[src/rtl/cpu_types_pkg.sv]
// rtl/cpu_types_pkg.sv - shared types for the memory arbiter: RAM handshake states, word type, arbiter FSM states
package cpu_types_pkg;

  typedef enum logic [1:0] {
    FREE   = 2'd0,
    BUSY   = 2'd1,
    ACCESS = 2'd2,
    ERROR  = 2'd3
  } ramstate_t;

  typedef logic [31:0] word_t;

  typedef enum logic [1:0] {
    IDLE  = 2'd0,
    GNT_I = 2'd1,
    GNT_D = 2'd2
  } arb_state_t;

endpackage

[src/rtl/mem_arbiter_if.sv]
// rtl/mem_arbiter_if.sv - RAM-side signal bundle of the arbiter, with arbiter and testbench views
interface mem_arbiter_if
  import cpu_types_pkg::*;
#(
  parameter int WORD_W = 32,
  parameter int ADDR_W = 32
) ();

  logic              ramREN;
  logic              ramWEN;
  logic [ADDR_W-1:0] ramaddr;
  logic [WORD_W-1:0] ramstore;
  logic [WORD_W-1:0] ramload;
  ramstate_t         ramstate;

  modport arb (
    output ramREN, ramWEN, ramaddr, ramstore,
    input  ramload, ramstate
  );

  modport tb (
    input  ramREN, ramWEN, ramaddr, ramstore,
    output ramload, ramstate
  );

endinterface

[src/rtl/mem_arbiter.sv]
// rtl/mem_arbiter.sv - data-priority arbiter sharing one RAM port between fetch and data paths
// Defining MEM_ARB_TIMEOUT_EN adds an abort after TIMEOUT_CYC grant cycles without completion.
module mem_arbiter
  import cpu_types_pkg::*;
#(
  parameter int WORD_W      = 32,
  parameter int ADDR_W      = 32,
  parameter int STARVE_MAX  = 4,
  parameter int TIMEOUT_CYC = 64
) (
  input  logic              CLK,
  input  logic              RST,
  input  logic              iREN,
  input  logic [ADDR_W-1:0] iaddr,
  output logic              iwait,
  output logic [WORD_W-1:0] iload,
  input  logic              dREN,
  input  logic              dWEN,
  input  logic [ADDR_W-1:0] daddr,
  input  logic [WORD_W-1:0] dstore,
  output logic              dwait,
  output logic [WORD_W-1:0] dload,
  output logic              ramREN,
  output logic              ramWEN,
  output logic [ADDR_W-1:0] ramaddr,
  output logic [WORD_W-1:0] ramstore,
  input  logic [WORD_W-1:0] ramload,
  input  logic [1:0]        ramstate,
  output logic              mem_err
);

  localparam int SW = $clog2(STARVE_MAX + 1);

  arb_state_t    state;
  arb_state_t    state_nx;
  logic [SW-1:0] starve_cnt;
  logic          granted;
  logic          timeout;
  logic          done;
  logic          fault;

  mem_arbiter_if #(.WORD_W(WORD_W), .ADDR_W(ADDR_W)) ram ();

  assign ram.ramload  = ramload;
  assign ram.ramstate = ramstate_t'(ramstate);
  assign ramREN       = ram.ramREN;
  assign ramWEN       = ram.ramWEN;
  assign ramaddr      = ram.ramaddr;
  assign ramstore     = ram.ramstore;

  assign granted = (state != IDLE);
  assign done    = granted && (ram.ramstate == ACCESS || ram.ramstate == ERROR || timeout);
  // A completion that did not deliver data (RAM error or abort) is a fault
  assign fault   = done && (ram.ramstate != ACCESS);

`ifdef MEM_ARB_TIMEOUT_EN
  localparam int TW = $clog2(TIMEOUT_CYC + 1);
  logic [TW-1:0] tcnt;

  // Every grant is preceded by an IDLE cycle, so clearing in IDLE clears on entry
  always_ff @(posedge CLK or posedge RST) begin
    if (RST) begin
      tcnt <= '0;
    end else if (!granted) begin
      tcnt <= '0;
    end else begin
      tcnt <= tcnt + TW'(1);
    end
  end

  assign timeout = granted && (tcnt == TW'(TIMEOUT_CYC - 1));
`else
  assign timeout = (TIMEOUT_CYC < 0);
`endif

  always_ff @(posedge CLK or posedge RST) begin
    if (RST) begin
      state <= IDLE;
    end else begin
      state <= state_nx;
    end
  end

  always_comb begin
    state_nx = state;
    case (state)
      IDLE: begin
        if ((dREN || dWEN) && (starve_cnt < SW'(STARVE_MAX))) begin
          state_nx = GNT_D;
        end else if (iREN) begin
          state_nx = GNT_I;
        end
      end
      GNT_I, GNT_D: begin
        if (done) begin
          state_nx = IDLE;
        end
      end
      default: state_nx = IDLE;
    endcase
  end

  always_comb begin
    ram.ramREN   = 1'b0;
    ram.ramWEN   = 1'b0;
    ram.ramaddr  = '0;
    ram.ramstore = '0;
    iwait        = 1'b1;
    dwait        = 1'b1;
    iload        = '0;
    dload        = '0;
    case (state)
      GNT_I: begin
        ram.ramREN = 1'b1;
        ram.ramaddr = iaddr;
        iwait = !done;
        if (ram.ramstate == ACCESS) begin
          iload = ram.ramload;
        end
      end
      GNT_D: begin
        ram.ramWEN   = dWEN;
        ram.ramREN   = dREN && !dWEN;
        ram.ramaddr  = daddr;
        ram.ramstore = dstore;
        dwait = !done;
        if (ram.ramstate == ACCESS) begin
          dload = ram.ramload;
        end
      end
      default: ;
    endcase
  end

  // Counts data grants completed while the fetch side is kept waiting
  always_ff @(posedge CLK or posedge RST) begin
    if (RST) begin
      starve_cnt <= '0;
    end else if (state == GNT_I && done) begin
      starve_cnt <= '0;
    end else if (state == GNT_D && done) begin
      if (iREN && (starve_cnt < SW'(STARVE_MAX))) begin
        starve_cnt <= starve_cnt + SW'(1);
      end
    end else if (state == IDLE && !iREN) begin
      starve_cnt <= '0;
    end
  end

  always_ff @(posedge CLK or posedge RST) begin
    if (RST) begin
      mem_err <= 1'b0;
    end else if (fault) begin
      mem_err <= 1'b1;
    end
  end

endmodule
[config.mk]
export PLATFORM = sky130hd
export DESIGN_NAME = mem_arbiter
export DESIGN_NICKNAME = d
export VERILOG_FILES = /design/src/rtl/cpu_types_pkg.sv /design/src/rtl/mem_arbiter_if.sv /design/src/rtl/mem_arbiter.sv
export SDC_FILE = /design/constraint.sdc
export NUM_CORES = 1
export LEC_CHECK = 0
export ABC_AREA = 1
export CORE_AREA = 2 2 104 106
export CTS_CLUSTER_DIAMETER = 200
export DETAILED_ROUTE_END_ITERATION = 10
export DIE_AREA = 0 0 106 108
export DONT_BUFFER_PORTS = 1
export SKIP_LAST_GASP = 1
export SLEW_MARGIN = 20
export SYNTH_ARGS = -nofsm -noshare
export SYNTH_HDL_FRONTEND = slang
export SYNTH_SLANG_ARGS = --single-unit
[constraint.sdc]
create_clock -name CLK -period 1.65 [get_ports CLK]
set_input_delay 0.0825 -clock CLK [delete_from_list [all_inputs] [get_ports CLK]]
set_output_delay 0.0825 -clock CLK [all_outputs]
set_load 0.02 [all_outputs]
==> flow_summary.toml <==
[setup_path]
arrival_ns = 1.56
r2r_start = "state[1]"
crit_path_end_kind = "output pin"
reg2reg_depth = 7
critPathKind = "flip-flop to output pin"
cp_max_fo = 32
crit_family = "buffers and inverters"
r2r_slack_ns = 0.11
critPathRequiredTime_ns = 1.57
cpMostUsedCell = "buf_4"
cp-start-kind = "flip-flop"
critical_path_buf_inv_count = 4
cp_cell_sequence = "buf_4 -> ha_4 -> inv_1 -> buf_12 -> nor3_1 -> buf_4"
path_depth = 6
critical_path.slowest_cell = "dfrtp_1"
max_stage_delay_ns = 0.38
reg2reg_to = "starve_cnt[1]"

[routing]
drc = 0
final_antenna_net_count = 0
dr.pass1.iters = 4
vias = 2694
viasPerCell = 4.72
drtIter0Drc = 229
wl_per_cell_um = 15.3
wl_um = 8740

[job]
drv_cap = 0

[floorplan]
die_height_um = 108
die_w_um = 106
die_area_um2 = 11400
pin_count = 268
rows = 37
start_util_pct = 19.9
core-area_um2 = 10200

[global_routing]
grt_max_degree = 35
grtUsageTotal_pct = 12.7
busiest_layer = "met2"
antenna_found_initial = 0
met3_usage_pct = 3.07
first_global_vias = 2360
grtUsageMet1_pct = 15.3
grt_use_met2_pct = 22.7
grt_overflow_total = 0
grt_pass1_wl_um = 11700

[logic_synthesis]
syn_area_per_cell_um2 = 5.90
ys_async_sr_fraction_pct = 100
syn_nets = 484
synth_common_cells = "nand2_1 (114), inv_1 (75), nor3_2 (57)"
synth_most_common_cell = "nand2_1"
ys_types = 24
netlist_area_um2 = 2040
yosys.area.top_type_share_pct = 28.0
ys_ff_latch = 6
postSynthCellCount = 345
ys_seq_area_share_pct = 7.37
synthFlopType = "dfrtp_1"
synth_top_cell_by_area = "nor3_2"
yosysWarnings = 0
synth_edf_count = 0
synthTopCellsByArea = "nor3_2 (28%), nand2_1 (21%), inv_1 (14%), a21oi_1 (8.1%), dfrtp_1 (7.4%)"

[cells_and_area]
multi_input_area_um2 = 1540
post-route-util_pct = 32.4
drive_gt1_share_pct = 44.8
fill_cells = 1059
areaGrowthSynthToFinish_pct = 63.0
final_cell_area_um2 = 3320
seqCellArea_um2 = 150
stdcell_count = 571
final_nets = 576
diodes = 0

[power_and_ir_drop]
pwr-share-comb_pct = 89.9
power_density_nw_per_um2 = 1300
internal_power_uw = 1750
p_sw_share_pct = 59.4
p_total_uw = 4300
leakagePower_uw = 0.00175
seqPwrFrac_pct = 4.8
peakVddDrop_uv = 918
clkPwrFrac_pct = 5.3
power_switching_uw = 2550

[clock_tree]
clk_latency_ns = 0.23
clkTransAtPathRegs_ns = 0.04
numCtsBuffers = 3
cts-root-buf = "clkbuf_8"
h-tree-depth = 1
cts_tree = "built"
cts_max_path_buffers = 2
cts_sinks = 6

[sta]
tightestPinTransition_ns = 0.291
rsz0062_at_grt = "true"
clock_skew_ns = 0.00101
hold_viol_final = 0
max_freq_mhz = 608
fin_crit_sh_pct = 99.7
drv_slew = 0
setup_viol = 0
post-route-min-period_ns = 1.65
slew_headroom_pct = 80.4
setup_slack_ns = 0.00472

[status]
status = "finished, final reports clean"

[hold_path]
hold_end = "state[0]"
hold_path.class = "input port to flip-flop"
min_from = "iREN"
min_path_cells = 2

[placement]
portBuffers = 0
gp_congestion = 0.930
dp_cells = 557
preCtsSetupSlack_ns = 0.163
place_area_um2 = 2860
dp_hpwl_um = 6170
==> layout by cell type (no fill, tap or decap) <==
cell           count
nor3_4            16
inv_8              1
ha_4               2
nand2_1          114
clkbuf_8           3
a21oi_2            9
nor3_1             2
buf_4             88
xnor2_1            1
dfrtp_1            6
buf_12             7
a21oi_1           24
ha_1               2
nand4_1            2
nor2_1             6
buf_16             1
a21o_1             1
dlygate4sd3_1      2
inv_2              4
inv_1             72
o21ai_0            1
o21bai_1           1
nor3_2            46
buf_6             12
clkbuf_16          3
or2_4              1
nand3b_1           1
nand3_1            5
bufbuf_16          2
==> layer usage <==
layer  vias up  wire length [um]
met4         0                69
met3         5               946
met1      1257              3490
met2       202              4230
met5         -                 0
li1       1230                 -
==> worst max-delay path by stage <==
stage	end	startpoint	slack, ns
finish	dload[31]	state[1]	0.005
global route	ramaddr[24]	state[1]	-0.06
CTS	ramaddr[25]	state[1]	-0.03
detailed placement	iload[31]	state[1]	0.16
global placement	ramREN	state[0]	0.18
floorplan	dload[1]	state[0]	0.05
==> worst register-to-register path: cells and delay by family, from the launching register on <==
family	cells	cell delay, ns
simple gates	4	0.40
buf+inv	2	0.45
flops	1	0.40
fa+ha+maj	1	0.17
==> layout make-up <==
| cell class | count | area share, % |
|---|---|---|
| Inverter | 77 | 8.93 |
| Timing Repair Buffer | 115 | 33.8 |
| Clock buffer | 3 | 1.24 |
| Tap cell | 136 | 5.13 |
| Sequential cell | 6 | 4.52 |
| Multi-Input combinational cell | 234 | 46.3 |
==> power groups by stage <==
stage          logic [uW]  registers (uW)  clock network (uW)
5_1_grt              4100             211                 244
6_report             3860             207                 229
3_5_place_dp         3150             206                   0
3_3_place_gp         3080             203                   0
2_1_floorplan        2220             199                   0
4_1_cts              3520             209                 239
==> registers in the layout, summed over array words and instances (netlist names) <==
signal	cells
mem_err	1
starve_cnt	3
state	2
==> stage by stage <==
step | TNS (ns) | hold WS (ns)
after floorplan | 0 | -0.127
after global placement | 0 | -0.0972
after detailed placement | 0 | -0.0850
after CTS | -0.542 | 0.00714
after global routing | -2.10 | 0.0205
final | 0 | 0.0125
==> timing repair <==
action,CTS,global route
cloned,3,4
setup endpoints to repair,51,100
hold buffers,2,0
setup buffers,1,1
pin swaps,1,13
endpoints found under the hold margin,7,0
gates resized for setup,7,41
==> logic make-up (layout without fill, tap and decap cells) <==
family	after synthesis	count (layout)	share of synthesized area, %
simple gates	193	193	56.0
buf+inv	105	195	24.6
fa+ha+maj	4	4	2.46
xor+xnor	1	1	0.430
compound gates	36	36	9.09
flops	6	6	7.37
Power figures use the tool's default switching activity.
